<file path="src/rtl/serial_adder.sv">
// Bit-serial WIDTH-bit adder: one full adder per clock, LSB first, with a
// registered carry fed back into the adder and a one-cycle done pulse.

module fulladder (
    input  logic a,
    input  logic b,
    input  logic c,
    output logic sum,
    output logic carry
);
    assign sum   = a ^ b ^ c;
    assign carry = (a & b) | (a & c) | (b & c);
endmodule

module serial_adder #(
    parameter int WIDTH = 8
) (
    input  logic             clk,
    input  logic             rst_n,
    input  logic             start,
    input  logic [WIDTH-1:0] a,
    input  logic [WIDTH-1:0] b,
    input  logic             cin,
    output logic             busy,
    output logic             done,
    output logic [WIDTH-1:0] sum,
    output logic             cout
);
    localparam int CW = $clog2(WIDTH + 1);
    localparam logic [CW-1:0] LAST = CW'(WIDTH - 1);

    typedef enum logic [1:0] {IDLE, RUN, DONE} state_t;

    state_t           state_q, state_d;
    logic [WIDTH-1:0] a_sh_q, a_sh_d;
    logic [WIDTH-1:0] b_sh_q, b_sh_d;
    logic [WIDTH-1:0] acc_sh_q, acc_sh_d;
    logic [WIDTH-1:0] sum_q, sum_d;
    logic [CW-1:0]    cnt_q, cnt_d;
    logic             carry_q, carry_d;
    logic             cout_q, cout_d;

    logic             fa_sum, fa_carry;
    logic [WIDTH-1:0] acc_next;

    fulladder u_fa (
        .a     (a_sh_q[0]),
        .b     (b_sh_q[0]),
        .c     (carry_q),
        .sum   (fa_sum),
        .carry (fa_carry)
    );

    // New bit enters at the MSB so bit 0 lands at the LSB after WIDTH steps.
    generate
        if (WIDTH == 1) begin : g_acc1
            assign acc_next = fa_sum;
        end else begin : g_accn
            assign acc_next = {fa_sum, acc_sh_q[WIDTH-1:1]};
        end
    endgenerate

    always_comb begin
        state_d  = state_q;
        a_sh_d   = a_sh_q;
        b_sh_d   = b_sh_q;
        acc_sh_d = acc_sh_q;
        sum_d    = sum_q;
        cnt_d    = cnt_q;
        carry_d  = carry_q;
        cout_d   = cout_q;
        case (state_q)
            IDLE: begin
                if (start) begin
                    a_sh_d  = a;
                    b_sh_d  = b;
                    carry_d = cin;
                    cnt_d   = '0;
                    state_d = RUN;
                end
            end
            RUN: begin
                acc_sh_d = acc_next;
                carry_d  = fa_carry;
                a_sh_d   = a_sh_q >> 1;
                b_sh_d   = b_sh_q >> 1;
                cnt_d    = cnt_q + 1'b1;
                if (cnt_q == LAST) begin
                    sum_d   = acc_next;
                    cout_d  = fa_carry;
                    state_d = DONE;
                end
            end
            DONE:    state_d = IDLE;
            default: state_d = IDLE;
        endcase
    end

    always_ff @(posedge clk or negedge rst_n) begin
        if (!rst_n) begin
            state_q  <= IDLE;
            a_sh_q   <= '0;
            b_sh_q   <= '0;
            acc_sh_q <= '0;
            sum_q    <= '0;
            cnt_q    <= '0;
            carry_q  <= 1'b0;
            cout_q   <= 1'b0;
        end else begin
            state_q  <= state_d;
            a_sh_q   <= a_sh_d;
            b_sh_q   <= b_sh_d;
            acc_sh_q <= acc_sh_d;
            sum_q    <= sum_d;
            cnt_q    <= cnt_d;
            carry_q  <= carry_d;
            cout_q   <= cout_d;
        end
    end

    assign busy = (state_q == RUN);
    assign done = (state_q == DONE);
    assign sum  = sum_q;
    assign cout = cout_q;
endmodule

</file>
<file path="config.mk">
export PLATFORM = sky130hd
export DESIGN_NAME = serial_adder
export DESIGN_NICKNAME = d
export VERILOG_FILES = /design/src/rtl/serial_adder.sv
export SDC_FILE = /design/constraint.sdc
export NUM_CORES = 1
export LEC_CHECK = 0
export BUFFER_PORTS_ARGS = -buffer_cell sky130_fd_sc_hd__buf_2
export CORE_MARGIN = 2
export CORE_UTILIZATION = 50
export CTS_BUF_LIST = sky130_fd_sc_hd__clkbuf_2
export DETAILED_ROUTE_END_ITERATION = 7
export GPL_TIMING_DRIVEN = 0
export PLACE_DENSITY = 0.82
export SETUP_SLACK_MARGIN = 0.02
export SYNTH_ARGS = -nofsm -noshare
export SYNTH_HDL_FRONTEND = slang
export SYNTH_HIERARCHICAL = 1
export SYNTH_SLANG_ARGS = --single-unit
</file>
<file path="constraint.sdc">
create_clock -name clk -period 1.7 [get_ports clk]
set_input_delay 0.34 -clock clk [delete_from_list [all_inputs] [get_ports clk]]
set_output_delay 0.34 -clock clk [all_outputs]
set_load 0.01 [all_outputs]
</file>
* After elaboration in Yosys (flattened, before gate mapping)
Index checks and enable logic that the tools add are counted.
** Storage, ports and cells
- Flip-flop bits (word level) :: 40
- Bits in latches :: 0
- Memory bits (writable) :: 0
- Bits in read-only memories :: 0
- Bits of input ports :: 20
- Output and inout port bits :: 11
- Word-level logic and storage cells :: 37
- Memories :: 0
** Operators by class
- Add/subtract/negate cells :: 1
- Multiply operators :: 0
- Div/mod/pow operators :: 0
- Order comparisons :: 0
- Eq/ne operators :: 5
- Shift-type cells :: 0
- Multiplexer cells :: 11
- Bitwise operators :: 7
- Reduce and logical (&&, ||, !) cells :: 5
** Operators with widths (number)
- case mux 8 bit (2 select lines) :: 2
- 2-to-1 mux 8 bit :: 2
- case mux 4 bit (2 select lines) :: 1
- AND reduction 2 bit :: 3
- adder 4 x 1 -> 4 bit, second input constant :: 1
- == test 4 x 3 -> 1 bit, second input constant :: 1
- 2-to-1 mux 2 bit :: 2
- 2-to-1 mux 4 bit :: 1
- case mux 2 bit (2 select lines) :: 1
- bitwise AND 1 bit :: 3
- == test 2 x 1 -> 1 bit, second input constant :: 1
- == test 2 bit, second input constant :: 1
- logical NOT 2 bit :: 1
- inequality test 2 x 1 -> 1 bit, second input constant :: 1
- inequality test 2 bit, second input constant :: 1
- bitwise OR 1 bit :: 2
- case mux 1 bit (2 select lines) :: 1
- nonzero test 2 bit :: 1
- XOR 1 bit :: 2
- 2-to-1 mux 1 bit :: 1

* Logic depth before layout (Yosys ltp)
Gate-level depths: netlist of the first run.
- Depth after elaboration :: 4
- Depth in mapped cells :: 6
- Depth with buffers taken out :: 4

* By module
Netlist of the first run, hierarchy kept.
** Modules (own cells, without submodules)
- serial_adder :: times used 1, cells each 167, area an instance 1745.4 µm², sequential area each 975.9 µm²
- fulladder :: times used 1, cells each 1, area an instance 20.0 µm², sequential area each 0.0 µm²

* Worst setup path before layout of the first run
OpenSTA, ideal clock, no wires.
- Kind :: reg-to-output
- Start point :: register state_q[1]
- End point :: output done
- Arrival :: 1.157 ns
- Required time :: 1.360 ns
- Path slack :: 0.203 ns
- Cell stages (with the launch flop) :: 4
- Path buffers :: 2
- Cells stage by stage :: dfrtp_1 clkbuf_1 clkbuf_1 nor2b_1
** On the way
- Longest elaborated chain between the ends :: 1
** Ends and longest elaborated chain
- start, declared :: line 34 : state_t state_q, state_d;
- start signal, assigned :: line 110 : state_q <= state_d;
- == test 2 bit :: line 122 : assign done = (state_q == DONE);
- end, declared :: line 25 : output logic done,
No other way between the ends.

* Final worst setup path of the first run
- Start point :: register state_q[1]
- End point :: output busy
** On the way
- Longest elaborated chain between the ends :: 1
** Ends and longest elaborated chain
- == test 2 x 1 -> 1 bit :: line 121 : assign busy = (state_q == RUN);
- end, declared :: line 24 : output logic busy,
No other way between the ends.

==> results of run 1 <==
-- stage by stage --
stage | TNS [ns] | util | hold WS (ns) | instances
global placement | -0.1195 | 0.5867 | 0.4599 | 244
finish | 0 | 0.6429 | -0.02251 | 261
global route | -0.01046 | 0.6429 | 0.03190 | 261
CTS | -0.04647 | 0.6447 | 0.01776 | 259
floorplan | 0 | - | 0.04441 | 168
detailed placement | -0.1203 | 0.5867 | 0.4632 | 244
-- layout make-up --
cell class | count | share of cell area
Sequential cell | 39 | 0.4520
Inverter | 1 | 0.005208
Clock inverter | 3 | 0.02025
Clock buffer | 5 | 0.01157
Tap cell | 46 | 0.02662
Buffer | 8 | 0.02720
Timing Repair Buffer | 41 | 0.1134
Multi-Input combinational cell | 118 | 0.3438
-- placed cells by master, fill, tap and decap left out, types with 2 or more instances in the layout --
cell type,instances
a21oi_1,18
a22o_1,2
a22oi_1,15
buf_2,31
buf_4,12
buf_6,2
clkbuf_1,2
clkbuf_2,5
dfrtp_1,38
mux2_2,10
nand2_1,26
nand3_1,2
nor2_1,2
nor2b_1,18
o21ai_0,18
-- timing repair --
action	in CTS	in global routing
pin swaps	0	1
gates resized for setup	20	0
endpoints found under the setup margin	2	11
buffers inserted	7	4
hold buffers	0	0
-- layer usage --
layer	vias to the layer above	part of all wire	global-route usage
met2	40	0.46	0.3171
li1	684	-	-
met3	14	0.045	0.03929
met4	0	0.039	0.1114
met1	656	0.46	0.2767
met5	-	0	0
-- cells by family (layout without fill, tap and decap cells) --
| group | Yosys count | count (layout) | synth area share |
|---|---|---|---|
| buf+inv | 11 | 58 | 0.03047 |
| mux | 10 | 10 | 0.06379 |
| flops | 39 | 39 | 0.5528 |
| compound gates | 55 | 55 | 0.1850 |
| simple gates | 51 | 51 | 0.1495 |
| fa+ha+maj | 2 | 2 | 0.01843 |
-- power breakdown --
group          total (mW)  leakage, nW  internal, mW  switching, mW
clock network       0.575       0.0429         0.249          0.326
registers            1.59        0.505          1.31          0.278
logic                1.64        0.483         0.801          0.838
total                3.80         1.03          2.36           1.44
-- cell usage after synthesis --
| cell | n | area (µm²) |
|---|---|---|
| dfrtp_1 | 39 | 975.9 |
| nand2_1 | 26 | 97.59 |
| nor2b_1 | 19 | 118.9 |
| a21oi_1 | 18 | 90.09 |
| o21ai_0 | 18 | 90.09 |
| a22oi_1 | 15 | 112.6 |
| mux2_2 | 10 | 112.6 |
| buf_2 | 4 | 20.02 |
| clkbuf_1 | 4 | 15.01 |
| a22o_1 | 2 | 17.52 |
| buf_4 | 2 | 15.01 |
| nand3_1 | 2 | 10.01 |
| nor2_1 | 2 | 7.510 |
| fa_1 | 1 | 20.02 |
| ha_1 | 1 | 12.51 |
| inv_1 | 1 | 3.750 |
| nand2b_4 | 1 | 13.76 |
| nor3_4 | 1 | 16.27 |
| o21bai_1 | 1 | 7.510 |
| o311ai_0 | 1 | 8.760 |
-- critical path: stages (launching register included) --
cell      delay, ns
dfrtp_1        0.46
nand2b_4       0.17
buf_8          0.13
inv_8          0.05
buf_6          0.09
-- registers in the layout (all words and copies together) (netlist names) --
| register | flops |
|---|---|
| a_sh_q | 8 |
| sum | 8 |
| state_q | 2 |
| cnt_q | 4 |
| carry_q | 1 |
| acc_sh_q | 7 |
| cout | 1 |
| b_sh_q | 8 |
-- worst min path at each step --
stage | from | depth (start not counted) | end | slack (ns)
after floorplan | rst_n | 0 | a_sh_q[0] | 0.04
after global placement | acc_sh_q[1] | 2 | acc_sh_q[1] | 0.46
after detailed placement | acc_sh_q[1] | 2 | acc_sh_q[1] | 0.46
after CTS | rst_n | 1 | acc_sh_q[5] | 0.02
after global routing | rst_n | 1 | sum[6] | 0.03
final | rst_n | 1 | carry_q | -0.02
==> flow_metrics.py, run 1 <==
metrics = {
    "status": {
        "status": "finished with violations",
        "violations": "negative hold slack",
    },
    "timing": {
        "layout_worst_path_cycle_share": 0.9793,
        "max_freq_ghz": 0.6007,
        "relSlewSlack": 0.4337,
        "hold_violations": 32,
        "setup_viol_count_final": 0,
        "fin_worst_hold_slack_ns": -0.02251,
        "rsz0062_at_grt": "true",
        "max_slew.worst_pin.slew_ns": 0.8495,
        "skew_ns": 0.03180,
        "min_period_ns": 1.665,
        "fin_ws_ns": 0.03522,
        "drv_slew": 0,
    },
    "synth": {
        "synth_cell_types": 20,
        "yosys_warnings": 6,
        "postSynthAreaPerCell_um2": 10.51,
        "ys_seq_area_frac": 0.5528,
        "ys_seq_elements": 39,
        "netlist_area_mm2": 0.001765,
        "synth_fp_nets": 190,
        "synthCells": 168,
    },
    "floorplan": {
        "start_util": 0.5249,
        "die_area_mm2": 0.004022,
        "pin_count": 31,
        "num_rows": 21,
        "die_height_um": 63.42,
        "core_area_mm2": 0.003363,
        "die_w_um": 63.42,
    },
    "place": {
        "portBuffers": 30,
        "place_area_mm2": 0.001973,
        "place.gp.congestion": 0.7480,
        "place_hpwl_um": 2345,
        "dpl_worst_slack_ns": -0.1203,
    },
    "finish": {
        "layout-drive-gt1-share": 0.3256,
        "postLayoutCellArea_mm2": 0.002162,
        "final_net_count": 236,
        "final-seq-area_um2": 977.2,
        "syn_to_final_growth_pct": 22.47,
        "multi_input_comb_area_um2": 743.2,
        "n_antenna_cell": 0,
        "fillers": 282,
    },
    "power_and_ir_drop": {
        "vdd_ir_drop_max_uv": 809.7,
        "p_total_mw": 3.802,
        "power_density_mw_per_mm2": 1758,
        "power.leakage_nw": 1.031,
    },
    "setup_path": {
        "start_kind": "register",
        "r2r-start": "cnt_q[0]",
        "crit_arrival_ns": 1.32,
        "r2r_slack_ns": 0.15,
        "cp-startpoint": "state_q[1]",
        "path_class": "reg2out",
        "cp_max_fo": 3,
        "end_kind": "output pin",
        "reg2reg_to": "sum[7]",
        "required_ns": 1.36,
        "crit_path_end": "busy",
        "reg2regPathDepth": 5,
    },
    "drt": {
        "num_vias": 1394,
        "drc": 0,
        "viasPerCell": 5.341,
        "drt-pass1-iter-count": 4,
        "antenna_left": 0,
        "wire_per_inst_um": 14.35,
        "drtIter0Drc": 118,
        "routed_wl_um": 3745,
    },
    "grt": {
        "grt_pass1_vias": 1427,
        "antenna_found_initial": 0,
        "grt_pass1_wl_um": 6499,
        "gr-total-overflow": 0,
        "grt_max_degree": 40,
        "grt_usage": 0.2064,
    },
    "clocking": {
        "cts_tree": "done",
        "cts_root_buffer": "clkbuf_2",
        "cts_made_buffers": 5,
        "path_clk_slew_ns": 0.22,
        "clk_latency_ns": 0.43,
        "clock_sinks": 39,
        "htree_levels": 2,
        "cts_buffer_depth": 2,
    },
    "run": {
        "maxCapViolCount": 0,
    },
    "hold_path": {
        "hp-class": "in2async",
    },
}
Power figures use the tool's default switching activity.
==> run 2: changes to the inputs <==
==> constraint.sdc (replaced) <==
create_clock -name clk -period 1.7 [get_ports clk]
set_input_delay 0.085 -clock clk [delete_from_list [all_inputs] [get_ports clk]]
set_output_delay 0.085 -clock clk [all_outputs]
set_load 0.01 [all_outputs]
==> run 2 against run 1 <==
  * Worst hold slack better by 0.060 ns
  * First-iteration DRC count grew 0.85%
  * Maximum frequency grew 6.0%
  * The flow now finishes without violations
  * Critical path type unchanged
  * Critical path depth is the same
  * Critical endpoint unchanged
  * Largest cell class unchanged
  * Wire length down 4.1%
  * Die area is the same
==> flow_metrics.py, run 2 (synthesis gave the netlist of run 1 again) <==
metrics = {
    "status": {
        "status": "finished clean",
    },
    "timing": {
        "setup_viol_count_final": 0,
        "fin_worst_hold_slack_ns": 0.03752,
        "hold_violations": 0,
        "max_freq_ghz": 0.6370,
        "rsz0062_at_grt": "false",
        "skew_ns": 0.03378,
        "min_period_ns": 1.570,
        "layout_worst_path_cycle_share": 0.9234,
        "max_slew.worst_pin.slew_ns": 0.8410,
        "drv_slew": 0,
        "relSlewSlack": 0.4393,
        "final.setup.tns_ns": 0,
    },
    "grt": {
        "grt_pass1_wl_um": 6396,
        "grt_pass1_vias": 1462,
        "grt_max_degree": 40,
        "grt_use_met1": 0.2548,
        "grt_usage": 0.2027,
        "gr-total-overflow": 0,
        "top_usage_layer": "met2",
        "antenna_found_initial": 0,
        "met3_usage": 0.03929,
        "met2_usage": 0.3382,
    },
    "drt": {
        "drt-pass1-iter-count": 5,
        "antenna_left": 0,
        "viasPerCell": 5.227,
        "drtIter0Drc": 119,
        "drc": 0,
        "wire_per_inst_um": 13.35,
        "routed_wl_um": 3590,
        "num_vias": 1406,
    },
    "hold_path": {
        "hp-class": "in2reg",
    },
    "floorplan": {
        "start_util": 0.5249,
        "die_w_um": 63.42,
        "pin_count": 31,
        "core_area_mm2": 0.003363,
        "die_area_mm2": 0.004022,
        "die_height_um": 63.42,
        "num_rows": 21,
    },
    "clocking": {
        "clock_sinks": 39,
        "clk_latency_ns": 0.41,
        "cts_buffer_depth": 2,
        "path_clk_slew_ns": 0.20,
        "cts_made_buffers": 5,
        "htree_levels": 2,
        "cts_root_buffer": "clkbuf_2",
        "cts_tree": "done",
    },
    "finish": {
        "fillers": 272,
        "mostFrequentLayoutCells": "38 x dfrtp_1, 33 x buf_2, 26 x nand2_1",
        "syn_to_final_growth_pct": 26.93,
        "layout-drive-gt1-share": 0.2735,
        "final-seq-area_um2": 977.2,
        "final_net_count": 244,
        "n_antenna_cell": 0,
        "multi_input_comb_area_um2": 738.2,
        "final_common_cell": "dfrtp_1",
    },
    "place": {
        "place.gp.congestion": 0.7480,
        "place_hpwl_um": 2345,
        "portBuffers": 30,
    },
    "power_and_ir_drop": {
        "vdd_ir_drop_max_uv": 737.8,
        "power.leakage_nw": 1.050,
        "p_total_mw": 3.570,
        "power_density_mw_per_mm2": 1593,
    },
    "setup_path": {
        "crit_arrival_ns": 1.48,
        "slowest_stage": "dfrtp_1",
        "end_kind": "output pin",
        "slowest_delay_ns": 0.45,
        "path_cells": "nand2b_4 -> buf_4 -> inv_4 -> buf_2",
        "cp_max_fo": 15,
        "required_ns": 1.62,
        "path_class": "reg2out",
        "start_kind": "register",
    },
    "run": {
        "maxCapViolCount": 0,
    },
}
==> run 2: metal layers <==
layer	wire length, µm	up-vias
met2	1729	34
met4	80	0
met5	0	-
met3	143	10
met1	1637	663
li1	-	699
==> run 2: power breakdown <==
part           switching (mW)  internal [mW]  leakage (nW)
clock                   0.320          0.249        0.0429
combinational           0.745          0.668         0.501
sequential              0.280           1.31         0.505
total                    1.34           2.23          1.05
==> run 2: path summary, 6_finish.rpt <==
path                             start  cells after the start     endpoint  slack (ns)
max in group asynchronous        rst_n                      2   state_q[0]        0.86
setup / recovery            state_q[1]                      4         busy        0.13
hold reg to reg            acc_sh_q[1]                      2  acc_sh_q[1]        0.51
hold / removal                    b[5]                      3    b_sh_q[5]        0.04
min in group asynchronous        rst_n                      2      carry_q        0.28
setup reg to reg              cnt_q[0]                      5       sum[0]        0.18
==> run 2: area by class of cell <==
type	instances	share of cell area
Sequential cell	39	0.4361
Clock buffer	5	0.01117
Tap cell	46	0.02568
Timing Repair Buffer	49	0.1552
Buffer	8	0.02010
Multi-Input combinational cell	118	0.3294
Inverter	1	0.002792
Clock inverter	3	0.01954
==> run 2: what timing repair did <==
item	4_1_cts	5_1_grt
gates resized for setup	8	2
hold buffers	17	0
pin swaps	0	1
endpoints found under the hold margin	55	0
setup buffers	1	1
setup endpoints to repair	2	8
==> run 2: per-stage QoR <==
stage | instance area (µm²) | setup WS (ns) | instances | util
6_report | 2241 | 0.1302 | 269 | 0.6663
3_5_place_dp | 1973 | 0.1231 | 244 | 0.5867
3_3_place_gp | 1973 | 0.1201 | 244 | 0.5867
2_1_floorplan | 1765 | 0.2821 | 168 | -
4_1_cts | 2236 | 0.03088 | 270 | 0.6648
5_1_grt | 2241 | 0.03862 | 269 | 0.6663
==> run 2: critical path, delay by kind of cell, from the launching register on <==
family        cells  cell delay [ns]
buf+inv           3             0.48
flops             1             0.45
simple gates      1             0.16
==> run 3: changes to the inputs <==
--- a/config.mk
+++ b/config.mk
@@ -6,12 +6,14 @@
 export NUM_CORES = 1
 export LEC_CHECK = 0
 export BUFFER_PORTS_ARGS = -buffer_cell sky130_fd_sc_hd__buf_2
+export CELL_PAD_IN_SITES_DETAIL_PLACEMENT = 1
+export CELL_PAD_IN_SITES_GLOBAL_PLACEMENT = 1
 export CORE_MARGIN = 2
-export CORE_UTILIZATION = 50
+export CORE_UTILIZATION = 44
 export CTS_BUF_LIST = sky130_fd_sc_hd__clkbuf_2
 export DETAILED_ROUTE_END_ITERATION = 7
 export GPL_TIMING_DRIVEN = 0
-export PLACE_DENSITY = 0.82
+export PLACE_DENSITY = 0.89
 export SETUP_SLACK_MARGIN = 0.02
 export SYNTH_ARGS = -nofsm -noshare
 export SYNTH_HDL_FRONTEND = slang
==> run 3 against run 2 <==
  * Via count increased by 5.9%
  * Total power decreased by 0.21%
  * Critical path depth increased by 3
  * Clock-buffer cell count increased by 1
  * Sequential cell count unchanged
  * Wire length increased by 29%
  * Critical path type is now reg2reg
  * Largest cell class unchanged
  * Clock power decreased by 33%
  * Sequential power about the same
  * Critical endpoint is now a_sh_q[4]
  * Global-route usage increased by 0.79 points
  * Sequential share of layout area increased by 0.49 points
==> flow_metrics.py, run 3 (synthesis gave the netlist of run 1 again) <==
metrics = {
    "timing": {
        "max_slew.worst_pin.slew_ns": 0.8791,
        "hold_violations": 0,
        "skew_ns": 0.01632,
        "drv_slew": 0,
        "layout_worst_path_cycle_share": 0.9404,
        "max_freq_ghz": 0.6255,
        "rsz0062_at_grt": "true",
        "final.setup.tns_ns": 0,
        "fin_ws_ns": 0.1012,
        "min_period_ns": 1.599,
        "relSlewSlack": 0.4139,
        "setup_viol_count_final": 0,
    },
    "grt": {
        "grt_pass1_vias": 1535,
        "grt_pass1_wl_um": 7038,
        "grt_usage": 0.2105,
        "grt_max_degree": 40,
        "gr-total-overflow": 0,
        "antenna_found_initial": 0,
    },
    "setup_path": {
        "cp_common_cell": "buf_4",
        "crit_arrival_ns": 1.92,
        "slowest_stage": "dfrtp_1",
        "path_class": "reg2reg",
        "required_ns": 2.02,
        "slowest_delay_ns": 0.46,
        "end_kind": "register",
        "cp_max_fo": 10,
        "start_kind": "register",
        "path_cells": "buf_4 -> buf_4 -> nor2b_1 -> buf_2 -> buf_4 -> a21oi_1 -> o21ai_0",
    },
    "status": {
        "status": "finished clean",
    },
    "floorplan": {
        "num_rows": 23,
        "pin_count": 31,
        "die_height_um": 67.35,
        "core_area_mm2": 0.003943,
        "die_w_um": 67.35,
        "die_area_mm2": 0.004535,
        "start_util": 0.4478,
    },
    "clocking": {
        "path_clk_slew_ns": 0.19,
        "cts_buffer_depth": 2,
        "clk_latency_ns": 0.39,
        "cts_tree": "done",
        "cts_made_buffers": 5,
        "clock_sinks": 39,
        "htree_levels": 2,
        "cts_root_buffer": "clkbuf_2",
    },
    "drt": {
        "antenna_left": 0,
        "drt-pass1-iter-count": 4,
        "routed_wl_um": 4628,
        "num_vias": 1489,
        "drtIter0Drc": 95,
        "viasPerCell": 5.494,
        "wire_per_inst_um": 17.08,
        "drc": 0,
    },
    "finish": {
        "final_common_cell": "dfrtp_1",
        "postLayoutCellArea_mm2": 0.002213,
        "final_net_count": 244,
        "syn_to_final_growth_pct": 25.37,
        "mostFrequentLayoutCells": "39 x dfrtp_1, 33 x buf_2, 26 x nand2_1, 19 x nor2b_1",
        "n_antenna_cell": 0,
        "layout-drive-gt1-share": 0.2715,
    },
    "run": {
        "maxCapViolCount": 0,
    },
    "power_and_ir_drop": {
        "vdd_ir_drop_max_uv": 745.4,
        "p_total_mw": 3.562,
        "power_density_mw_per_mm2": 1609,
        "power.leakage_nw": 1.041,
    },
    "place": {
        "place_area_mm2": 0.001978,
        "place.gp.congestion": 0.7181,
        "place_hpwl_um": 2854,
        "portBuffers": 30,
        "dpl_worst_slack_ns": 0.07357,
    },
    "hold_path": {
        "hp-class": "in2reg",
    },
}
==> run 3: power breakdown <==
part,switching (mW),internal (mW),total (mW)
sequential,0.304,1.31,1.61
clock,0.290,0.0929,0.383
combinational,0.834,0.735,1.57
total,1.43,2.13,3.56
==> run 3: per-layer routing <==
metal  GRT usage  up-vias  wire length (µm)
met2      0.3688       38              2432
met1      0.2567      753              1953
met5           0        -                 0
met3     0.05833        7               188
met4     0.05102        0                54
li1            -      691                 -
==> run 3: layout make-up <==
cell class                      count  area (µm²)
Tap cell                           50       62.56
Fill cell                         447        1729
Sequential cell                    39       975.9
Multi-Input combinational cell    118       735.7
Timing Repair Buffer               47       325.3
Inverter                            1       8.758
Clock buffer                        6       30.03
Buffer                             10       75.07
==> run 3: stage by stage <==
stage | cells | utilization | hold slack, ns
after floorplan | 168 | - | -0.2106
after global placement | 248 | 0.5017 | 0.2448
after detailed placement | 248 | 0.5017 | 0.2483
after CTS | 269 | 0.5509 | 0.005392
after global routing | 271 | 0.5614 | 0.01320
final | 271 | 0.5614 | 0.01509
==> run 3: path summary, 6_finish.rpt <==
kind                              from          end  slack (ns)  cells past startpoint
setup / recovery            state_q[1]    a_sh_q[4]        0.10                      7
hold / removal                    a[1]    a_sh_q[1]        0.02                      3
setup reg to reg            state_q[1]    a_sh_q[4]        0.10                      7
hold reg to reg            acc_sh_q[1]  acc_sh_q[1]        0.51                      2
max in group asynchronous        rst_n         cout        0.83                      2
min in group asynchronous        rst_n    b_sh_q[6]        0.31                      2
==> run 3: timing repair <==
item,4_1_cts,5_1_grt
setup buffers,1,2
endpoints found under the setup margin,2,11
hold buffers,14,0
gates resized for setup,8,6
hold endpoints to repair,52,0
pin swaps,0,1
==> run 3: worst max-delay path: cells and delay by family (launching register included) <==
family / cells / cell delay (ns)
flops: 1 / 0.46
simple gates: 1 / 0.12
buf+inv: 4 / 0.70
compound gates: 2 / 0.27
